File: src/rtl/nabp_image_ram_writer_if.sv
// nabp_image_ram_writer_if
//   Bundles the three streams the image-RAM writer talks to:
//     - PE chain value stream (pe_valid / pe_ready / pe_data)
//     - image addresser control (ir_kick / ir_kick_ack / ir_enable / ir_addr)
//     - image RAM read and write ports (ram_rd_* / ram_wr_*)
//   master : the writer itself
//   slave  : the environment (PE chain, addresser, RAM)
//
// Handshake semantics: a PE beat transfers on a rising clock edge where
// pe_valid && pe_ready are both high. pe_data must be stable while pe_valid
// is high. ir_kick is held high until the edge on which ir_kick_ack is seen.
// ir_enable pulses once per transferred beat. ram_rd_data is valid the cycle
// after ram_rd_en.
`timescale 1ns/1ps
interface nabp_image_ram_writer_if #(
  parameter int ADDR_WIDTH = 14,
  parameter int DATA_WIDTH = 16
);
  logic                  pe_valid;
  logic                  pe_ready;
  logic [DATA_WIDTH-1:0] pe_data;
  logic                  ir_kick;
  logic                  ir_kick_ack;
  logic                  ir_enable;
  logic [ADDR_WIDTH-1:0] ir_addr;
  logic                  ram_rd_en;
  logic [ADDR_WIDTH-1:0] ram_rd_addr;
  logic [DATA_WIDTH-1:0] ram_rd_data;
  logic                  ram_wr_en;
  logic [ADDR_WIDTH-1:0] ram_wr_addr;
  logic [DATA_WIDTH-1:0] ram_wr_data;

  modport master (
    input  pe_valid, pe_data, ir_kick_ack, ir_addr, ram_rd_data,
    output pe_ready, ir_kick, ir_enable, ram_rd_en, ram_rd_addr,
           ram_wr_en, ram_wr_addr, ram_wr_data
  );

  modport slave (
    output pe_valid, pe_data, ir_kick_ack, ir_addr, ram_rd_data,
    input  pe_ready, ir_kick, ir_enable, ram_rd_en, ram_rd_addr,
           ram_wr_en, ram_wr_addr, ram_wr_data
  );
endinterface

File: src/rtl/nabp_image_ram_writer.sv
// nabp_image_ram_writer
//   Kicks the image addresser, then consumes one back-projected PE value per
//   beat and accumulates (or overwrites) it into the image RAM through a
//   one-stage read-modify-write pipeline with write-to-read forwarding.
// Ports:
//   clk, reset_n      clock, asynchronous active-low reset
//   start             one-cycle pulse that begins a pass (IDLE only)
//   accumulate        sampled with start: 1 = add into RAM, 0 = overwrite
//   busy              high while a pass is in progress
//   done              one-cycle pulse at the end of a pass
//   bus               PE stream, addresser control and RAM ports
//   dbg_state         current FSM state (IDLE=0, KICK=1, STREAM=2, DRAIN=3)
//   dbg_fwd_hit       write data is using the forwarded previous write
`timescale 1ns/1ps
module nabp_image_ram_writer #(
  parameter int IMAGE_SIZE     = 128,
  parameter int ADDR_WIDTH     = 14,
  parameter int DATA_WIDTH     = 16,
  parameter int BEATS_PER_PASS = 32768
) (
  input  logic                          clk,
  input  logic                          reset_n,
  input  logic                          start,
  input  logic                          accumulate,
  output logic                          busy,
  output logic                          done,
  nabp_image_ram_writer_if.master       bus,
  output logic [1:0]                    dbg_state,
  output logic                          dbg_fwd_hit
);
  // One pass covers every pixel twice, so the counter spans 2*IMAGE_SIZE^2.
  localparam int CW = $clog2(2 * IMAGE_SIZE * IMAGE_SIZE);
  localparam logic [CW-1:0] LAST_BEAT = CW'(BEATS_PER_PASS - 1);

  typedef enum logic [1:0] {
    IDLE   = 2'd0,
    KICK   = 2'd1,
    STREAM = 2'd2,
    DRAIN  = 2'd3
  } state_t;

  state_t                state_q;
  logic                  acc_q;
  logic [CW-1:0]         beat_q;

  logic                  s1_valid_q;
  logic [ADDR_WIDTH-1:0] s1_addr_q;
  logic [DATA_WIDTH-1:0] s1_data_q;

  logic                  fwd_valid_q;
  logic [ADDR_WIDTH-1:0] fwd_addr_q;
  logic [DATA_WIDTH-1:0] fwd_data_q;

  logic                  accept;
  logic                  fwd_hit;
  logic [DATA_WIDTH-1:0] old_val;
  logic [DATA_WIDTH:0]   sum;
  logic [DATA_WIDTH-1:0] sat_val;
  logic [DATA_WIDTH-1:0] wr_data;

  assign accept = bus.pe_valid && (state_q == STREAM);

  assign bus.pe_ready   = (state_q == STREAM);
  assign bus.ir_kick    = (state_q == KICK);
  assign bus.ir_enable  = accept;
  assign bus.ram_rd_en  = accept;
  assign bus.ram_rd_addr = bus.ir_addr;

  // The RAM returns pre-write data when a read and a write to the same
  // address share a cycle, so the last write is replayed from fwd_*.
  assign fwd_hit = s1_valid_q && fwd_valid_q && (fwd_addr_q == s1_addr_q);
  assign old_val = fwd_hit ? fwd_data_q : bus.ram_rd_data;
  assign sum     = {old_val[DATA_WIDTH-1], old_val} + {s1_data_q[DATA_WIDTH-1], s1_data_q};

  // Overflow when the two top bits of the widened sum disagree; the extra
  // top bit then carries the true sign.
  always_comb begin
    sat_val = sum[DATA_WIDTH-1:0];
    if (sum[DATA_WIDTH] != sum[DATA_WIDTH-1]) begin
      sat_val = sum[DATA_WIDTH] ? {1'b1, {(DATA_WIDTH-1){1'b0}}}
                                : {1'b0, {(DATA_WIDTH-1){1'b1}}};
    end
  end

  assign wr_data         = acc_q ? sat_val : s1_data_q;
  assign bus.ram_wr_en   = s1_valid_q;
  assign bus.ram_wr_addr = s1_addr_q;
  assign bus.ram_wr_data = wr_data;

  assign busy        = (state_q != IDLE);
  assign done        = (state_q == DRAIN) && !s1_valid_q;
  assign dbg_state   = state_q;
  assign dbg_fwd_hit = fwd_hit;

  always_ff @(posedge clk or negedge reset_n) begin
    if (!reset_n) begin
      state_q <= IDLE;
      acc_q   <= 1'b0;
      beat_q  <= '0;
    end else begin
      case (state_q)
        IDLE: begin
          if (start) begin
            acc_q   <= accumulate;
            beat_q  <= '0;
            state_q <= KICK;
          end
        end
        KICK: begin
          if (bus.ir_kick_ack) state_q <= STREAM;
        end
        STREAM: begin
          if (accept) begin
            beat_q <= beat_q + 1'b1;
            if (beat_q == LAST_BEAT) state_q <= DRAIN;
          end
        end
        DRAIN: begin
          if (!s1_valid_q) state_q <= IDLE;
        end
        default: state_q <= IDLE;
      endcase
    end
  end

  // Pipeline stage and forwarding register; reset drops any pending write.
  always_ff @(posedge clk or negedge reset_n) begin
    if (!reset_n) begin
      s1_valid_q  <= 1'b0;
      s1_addr_q   <= '0;
      s1_data_q   <= '0;
      fwd_valid_q <= 1'b0;
      fwd_addr_q  <= '0;
      fwd_data_q  <= '0;
    end else begin
      s1_valid_q <= accept;
      if (accept) begin
        s1_addr_q <= bus.ir_addr;
        s1_data_q <= bus.pe_data;
      end
      fwd_valid_q <= s1_valid_q;
      fwd_addr_q  <= s1_addr_q;
      fwd_data_q  <= wr_data;
    end
  end
endmodule

File: src/flat_wrapper.sv
// flat-port wrapper written by rule: the top's interface ports become plain ports
module nabp_image_ram_writer_flat 
#(
  parameter int IMAGE_SIZE     = 128,
  parameter int ADDR_WIDTH     = 14,
  parameter int DATA_WIDTH     = 16,
  parameter int BEATS_PER_PASS = 32768
)
  (clk, reset_n, start, accumulate, busy, done, dbg_state, dbg_fwd_hit, bus_pe_valid, bus_pe_data, bus_ir_kick_ack, bus_ir_addr, bus_ram_rd_data, bus_pe_ready, bus_ir_kick, bus_ir_enable, bus_ram_rd_en, bus_ram_rd_addr, bus_ram_wr_en, bus_ram_wr_addr, bus_ram_wr_data);
  nabp_image_ram_writer_if #(.ADDR_WIDTH(ADDR_WIDTH), .DATA_WIDTH(DATA_WIDTH)) bus_i ();
  input  logic clk;
  input  logic reset_n;
  input  logic start;
  input  logic accumulate;
  output logic busy;
  output logic done;
  output logic [1:0] dbg_state;
  output logic dbg_fwd_hit;
  input wire logic [$bits(bus_i.pe_valid)-1:0] bus_pe_valid;
  input wire logic [$bits(bus_i.pe_data)-1:0] bus_pe_data;
  input wire logic [$bits(bus_i.ir_kick_ack)-1:0] bus_ir_kick_ack;
  input wire logic [$bits(bus_i.ir_addr)-1:0] bus_ir_addr;
  input wire logic [$bits(bus_i.ram_rd_data)-1:0] bus_ram_rd_data;
  output wire logic [$bits(bus_i.pe_ready)-1:0] bus_pe_ready;
  output wire logic [$bits(bus_i.ir_kick)-1:0] bus_ir_kick;
  output wire logic [$bits(bus_i.ir_enable)-1:0] bus_ir_enable;
  output wire logic [$bits(bus_i.ram_rd_en)-1:0] bus_ram_rd_en;
  output wire logic [$bits(bus_i.ram_rd_addr)-1:0] bus_ram_rd_addr;
  output wire logic [$bits(bus_i.ram_wr_en)-1:0] bus_ram_wr_en;
  output wire logic [$bits(bus_i.ram_wr_addr)-1:0] bus_ram_wr_addr;
  output wire logic [$bits(bus_i.ram_wr_data)-1:0] bus_ram_wr_data;
  assign bus_i.pe_valid = bus_pe_valid;
  assign bus_i.pe_data = bus_pe_data;
  assign bus_i.ir_kick_ack = bus_ir_kick_ack;
  assign bus_i.ir_addr = bus_ir_addr;
  assign bus_i.ram_rd_data = bus_ram_rd_data;
  assign bus_pe_ready = bus_i.pe_ready;
  assign bus_ir_kick = bus_i.ir_kick;
  assign bus_ir_enable = bus_i.ir_enable;
  assign bus_ram_rd_en = bus_i.ram_rd_en;
  assign bus_ram_rd_addr = bus_i.ram_rd_addr;
  assign bus_ram_wr_en = bus_i.ram_wr_en;
  assign bus_ram_wr_addr = bus_i.ram_wr_addr;
  assign bus_ram_wr_data = bus_i.ram_wr_data;
  nabp_image_ram_writer #(.IMAGE_SIZE(IMAGE_SIZE), .ADDR_WIDTH(ADDR_WIDTH), .DATA_WIDTH(DATA_WIDTH), .BEATS_PER_PASS(BEATS_PER_PASS)) u_core (.clk(clk), .reset_n(reset_n), .start(start), .accumulate(accumulate), .busy(busy), .done(done), .bus(bus_i), .dbg_state(dbg_state), .dbg_fwd_hit(dbg_fwd_hit));
endmodule
File: config.mk
export PLATFORM = sky130hd
export DESIGN_NAME = nabp_image_ram_writer_flat
export DESIGN_NICKNAME = d
export VERILOG_FILES = /design/src/rtl/nabp_image_ram_writer_if.sv /design/src/rtl/nabp_image_ram_writer.sv /design/src/flat_wrapper.sv
export SDC_FILE = /design/constraint.sdc
export NUM_CORES = 1
export LEC_CHECK = 0
export ABC_AREA = 1
export BUFFER_PORTS_ARGS = -buffer_cell sky130_fd_sc_hd__buf_2
export CORE_MARGIN = 4
export CORE_UTILIZATION = 55
export DETAILED_ROUTE_END_ITERATION = 16
export PLACE_DENSITY = 0.81
export SYNTH_ARGS = -nofsm -noshare
export SYNTH_HDL_FRONTEND = slang
export SYNTH_SLANG_ARGS = --single-unit
File: constraint.sdc
create_clock -name clk -period 4.9 [get_ports clk]
set_input_delay 1.47 -clock clk [delete_from_list [all_inputs] [get_ports clk]]
set_output_delay 1.47 -clock clk [all_outputs]
set_load 0.01 [all_outputs]
=== Yosys cells after proc, flatten, opt, wreduce, memory -nomap -nowiden ===
Cells that the tools add are included.
Widths: inputs -> output; s select.

* Bits in registers: 80
* Input bits: 52
* Output and inout bits: 54
* Logic and storage cells: 46

* Reduce and logical (&&, ||, !) cells: 11
* $add $sub $neg: 2
* Eq/ne operators: 11
* Mux-type cells: 13

{| class="wikitable"
|+ Operators by type and width
! operator !! count
|-
| $mux 16 || 4
|-
| $mux 15 || 2
|-
| $pmux 15 s2 || 1
|-
| $add 16x16->17 || 1
|-
| $add 15x1->15 const B || 1
|-
| $eq 15x15->1 const B || 1
|-
| $eq 14x14->1 || 1
|-
| $mux 2 || 5
|-
| $pmux 2 s4 || 1
|-
| $ne 2x2->1 const B || 3
|-
| $reduce_and 5->1 || 1
|-
| $eq 2x2->1 const B || 2
|-
| $logic_and 1x1->1 || 4
|-
| $ne 2x1->1 const B || 2
|-
| $reduce_bool 2->1 || 2
|-
| $reduce_and 3->1 || 1
|-
| $eq 2x1->1 const B || 1
|-
| $logic_not 2->1 || 1
|-
| $reduce_and 2->1 || 1
|-
| $logic_not 1->1 || 1
|-
| $ne 1x1->1 || 1
|}

=== Depth between registers and ports, before layout ===
* Depth after elaboration: 7
* Depth in mapped cells: 24

=== Worst setup path after synthesis ===
No wires, ideal clock.

* Kind: in2out
* From: input port bus_ram_rd_data[0]
* To: output port bus_ram_wr_data[3]
* Data required time: 3,430 ps
* Path buffers: 1
* Data arrival time: 3,207 ps
* Slack: 223 ps
* Stages on the path: 16
* Cells stage by stage: nand2_1 -> o21ai_0 -> ha_1 -> fa_1 -> nand2_1 -> nand2_1 -> nand3_2 -> nand2_2 -> nand2_2 -> nand2_1 -> nand2_1 -> nand2_1 -> nand2_2 -> buf_6 -> nand2_1 -> a21oi_2

* Word-level cells in the longest chain between the ends: 5

{| class="wikitable"
|+ RTL lines
! what !! RTL line !! text
|-
| start: declaration || flat_wrapper.sv:23 || <nowiki>input wire logic [$bits(bus_i.ram_rd_data)-1:0] bus_ram_rd_data;</nowiki>
|-
| $mux 16 * || nabp_image_ram_writer.sv:72 || <nowiki>assign old_val = fwd_hit ? fwd_data_q : bus.ram_rd_data;</nowiki>
|-
| $add 16x16->17 * || nabp_image_ram_writer.sv:73 || <nowiki>assign sum = {old_val[DATA_WIDTH-1], old_val} + {s1_data_q[DATA_WIDTH-1], s1_data_q};</nowiki>
|-
| $mux 16 / $ne 1x1->1 (equally long branches) || nabp_image_ram_writer.sv:80, nabp_image_ram_writer.sv:79 ||
|-
| $mux 16 * || nabp_image_ram_writer.sv:79 || <nowiki>if (sum[DATA_WIDTH] != sum[DATA_WIDTH-1]) begin</nowiki>
|-
| $mux 16 * || nabp_image_ram_writer.sv:85 || <nowiki>assign wr_data = acc_q ? sat_val : s1_data_q;</nowiki>
|-
| end: declaration || flat_wrapper.sv:31 || <nowiki>output wire logic [$bits(bus_i.ram_wr_data)-1:0] bus_ram_wr_data;</nowiki>
|}

Mark *: on every way between the ends. The rest lies on a longest branch, timed or not.

=== Final worst setup path ===
* From: register u_core.s1_addr_q[13] (netlist: u_core.bus.ram_wr_addr[13])
* To: output port bus_ram_wr_data[9]

* Word-level cells in the longest chain between the ends: 7

{| class="wikitable"
|+ RTL lines
! what !! RTL line !! text
|-
| start: declaration || nabp_image_ram_writer.sv:47 || <nowiki>logic [ADDR_WIDTH-1:0] s1_addr_q;</nowiki>
|-
| start signal: assignment || nabp_image_ram_writer.sv:138 || <nowiki>s1_addr_q <= bus.ir_addr;</nowiki>
|-
| $eq 14x14->1 * || nabp_image_ram_writer.sv:71 || <nowiki>assign fwd_hit = s1_valid_q && fwd_valid_q && (fwd_addr_q == s1_addr_q);</nowiki>
|-
| $logic_and 1x1->1 * || nabp_image_ram_writer.sv:71 ||
|-
| $mux 16 * || nabp_image_ram_writer.sv:72 ||
|-
| $add 16x16->17 * || nabp_image_ram_writer.sv:73 ||
|-
| $mux 16 / $ne 1x1->1 (equally long branches) || nabp_image_ram_writer.sv:80, nabp_image_ram_writer.sv:79 ||
|-
| $mux 16 * || nabp_image_ram_writer.sv:79 ||
|-
| $mux 16 * || nabp_image_ram_writer.sv:85 ||
|}

Marked as above.

==> qor.yml <==
status: "finished with violations"
violations: "setup timing"
pwr-share-seq_pct: 25.0
grt_max_degree: 81
gp_congestion: 0.9548
syn-num-nets: 696
cp_max_fo: 8
wirelength_mm: 14.81
clkSinkCount: 80
mostFrequentLayoutCell: "nand2_1"
fin_skew_ps: 10.37
fmax_mhz: 187.3
combPwrFrac_pct: 64.7
viasPerCell: 5.523
drc_errors: 0
synth_ff_type: "dfrtp_1"
hold_path.class: "reg -> reg"
fin_total_pwr_mw: 5.040
final_max_slew_viol_count: 0
avgSynthCellArea_um2: 7.674
synth-async-reset-ratio_pct: 100.0
p_sw_share_pct: 47.30
drive_gt1_share_pct: 37.81
grt-ovfl-total: 0
ys_seq_area_share_pct: 41.94
regToRegEndpoint: "u_core.fwd_data_q[10]"
initial_core_util_pct: 57.23
min_period_ps: 5340
synth_edf_count: 0
synth_cell_type_count: 42
clkPwrFrac_pct: 10.3
start_kind: "flop"
drt_iter0_markers: 319
area_growth_pct: 33.76
core_area_um2: 8341
cts_max_level: 3
num_antenna_cells: 0
rsz0062_at_grt: "true"
yosys_warnings: 0
relSlewSlack_pct: 33.02
port-buffer-count: 105
setup-violations-final: 16
cts_tree: "built"
holdCritStartpoint: "u_core.bus.ram_wr_addr[8]"
r2r_cells: 20
crit_required_ps: 3430
r2r_slack_ps: 1290
ant_nets: 0
clockBufferDepth: 2
nNetsFinal: 837
tightestPinTransition_ps: 1005
hold_end: "u_core.fwd_addr_q[8]"
dr.pass1.iters: 5
hold_depth: 0
vias: 4816
cp-end-kind: "primary output"
syn_area_um2: 4773
tns_ps: -6537
arrival_ps: 3870
fp.dieH_um: 101.2
most-common-layout-cells: "160 x nand2_1, 101 x buf_2, 79 x dfrtp_1"
insertion_delay_ps: 360
p_switching_mw: 2.384
io-pin-count: 106
grt_use_total_pct: 27.65
ir_worst_vdd_uv: 528.2
antenna_found_initial: 0
cts_buffers: 9
grt_first_pass_wirelength_mm: 22.22
fin_crit_sh_pct: 109.0
cap_violations: 0
finalHoldViolCount: 0
intPower_mw: 2.656
die_area_um2: 10230
grt_pass1_vias: 4729
yosys_register_bits: 80
powerDensity_nw_per_um2: 789.3
synth_cells: 622
r2r_start: "u_core.bus.ram_wr_addr[13]"
critPathKind: "reg -> out"
cts_root_buffer: "clkbuf_8"
worst_slack_ps: -440.1
hpwl_mm: 8.631
power_leakage_nw: 3.421
row_count: 33
path_clk_slew_ps: 80
wl_per_cell_um: 16.98
dieWidth_um: 101.2
## worst max-delay path by stage
stage,from,endpoint,slack (ps),cells past startpoint
finish,u_core.bus.ram_wr_addr[13],bus_ram_wr_data[9],-440,20
CTS,u_core.bus.ram_wr_addr[4],bus_ram_wr_data[14],-250,21
detailed placement,bus_ram_rd_data[0],bus_ram_wr_data[14],-80,17
global placement,bus_ram_rd_data[0],bus_ram_wr_data[14],-20,17
global route,u_core.bus.ram_wr_addr[12],bus_ram_wr_data[9],-650,22
floorplan,bus_ram_rd_data[0],bus_ram_wr_data[3],220,16
## synthesized netlist by cell type, types with 2 or more instances
library cell,instances,area [um^2]
a21oi_1,21,105.1
a21oi_2,15,131.4
and2_1,2,12.51
buf_4,15,112.6
buf_6,2,22.52
clkbuf_1,11,41.29
dfrtp_1,80,2002
ha_1,21,262.8
inv_1,78,292.8
inv_2,4,15.01
nand2_1,192,720.7
nand2_2,15,93.84
nand3_1,21,105.1
nand3b_1,6,45.04
nand4_1,7,43.79
nor2_1,41,153.9
nor3_1,4,20.02
nor3_2,2,20.02
nor4_1,8,50.05
o21ai_0,40,200.2
o21bai_1,2,15.01
o22ai_1,2,12.51
or2_2,2,12.51
xnor2_1,3,26.28
xor2_1,11,96.34
## per-stage QoR
| step | utilization, % | instances | setup WS (ps) | instance area, um^2 | hold slack, ps |
|---|---|---|---|---|---|
| 2_1_floorplan | - | 622 | 223.2 | 4773 | 434.5 |
| 3_3_place_gp | 64.58 | 818 | -15.73 | 5386 | 381.3 |
| 3_5_place_dp | 64.58 | 818 | -76.99 | 5386 | 385.2 |
| 4_1_cts | 72.85 | 859 | -250.4 | 6076 | 405.0 |
| 5_1_grt | 76.55 | 872 | -649.2 | 6385 | 418.5 |
| 6_report | 76.55 | 872 | -440.1 | 6385 | 404.0 |
## what timing repair did
item | in CTS | in global routing
hold buffers | 0 | 0
cloned | 3 | 0
endpoints found under the setup margin | 16 | 16
gates resized for setup | 71 | 52
buffers inserted | 23 | 13
pin swaps | 43 | 31
## per-layer routing
metal | GRT usage (%) | up-vias | wire [um]
li1 | - | 2242 | -
met1 | 34.21 | 2258 | 5773
met2 | 46.98 | 244 | 7257
met3 | 4.821 | 72 | 1022
met4 | 13.09 | 0 | 756
met5 | 0 | - | 0
## power groups by stage
stage                     combinational [mW]  clock [mW]  sequential, mW
after global routing                    3.52       0.552            1.29
after global placement                  2.31           0            1.22
after floorplan                         1.63           0            1.20
after CTS                               2.72       0.521            1.24
final                                   3.26       0.519            1.26
after detailed placement                2.38           0            1.24
## sequential cells by signal, indices dropped and copies added (netlist names)
signal / flops
u_core.s1_data_q: 16
u_core.dbg_state: 2
u_core.beat_q: 15
u_core.bus.ram_wr_addr: 14
u_core.acc_q: 1
u_core.fwd_data_q: 16
u_core.bus.ram_wr_en: 1
u_core.fwd_addr_q: 14
u_core.fwd_valid_q: 1
## cells by family (layout without fill, tap and decap cells)
family	after synthesis	count (layout)	share of synthesized area, %
AOI/OAI and AO/OA	90	90	11.64
xor gates and xnor gates	14	14	2.569
adders and majority gates	22	22	5.924
buffers and inverters	110	255	10.14
DFF	80	80	41.94
and+or+nand+nor	306	306	27.79
## area by class of cell
cell class / instances / area [um^2]
timing repair buffer: 158 / 1064
clock buffer: 10 / 137.6
tap: 105 / 131.4
sequential: 80 / 2003
multi-input combinational: 432 / 2678
fill: 574 / 1956
inverter: 82 / 307.8
clock inverter: 5 / 63.81
## worst max-delay path: stages (launching register included)
cell and delay, ps:
dfrtp_2 440, nand2_1 110, nand4_1 160, nor4_4 290, nand4_1 230, buf_6 210
buf_16 150, o21ai_1 160, ha_2 350, nand2_1 90, nand2_1 80, nand2_2 70
nand2_2 80, a21oi_4 210, nand2_4 80, nand2_4 80, nand2_4 60, a21oi_4 260
buf_8 190, a21oi_2 70, buf_2 140
No activity file was read; power rests on OpenSTA's default activity.
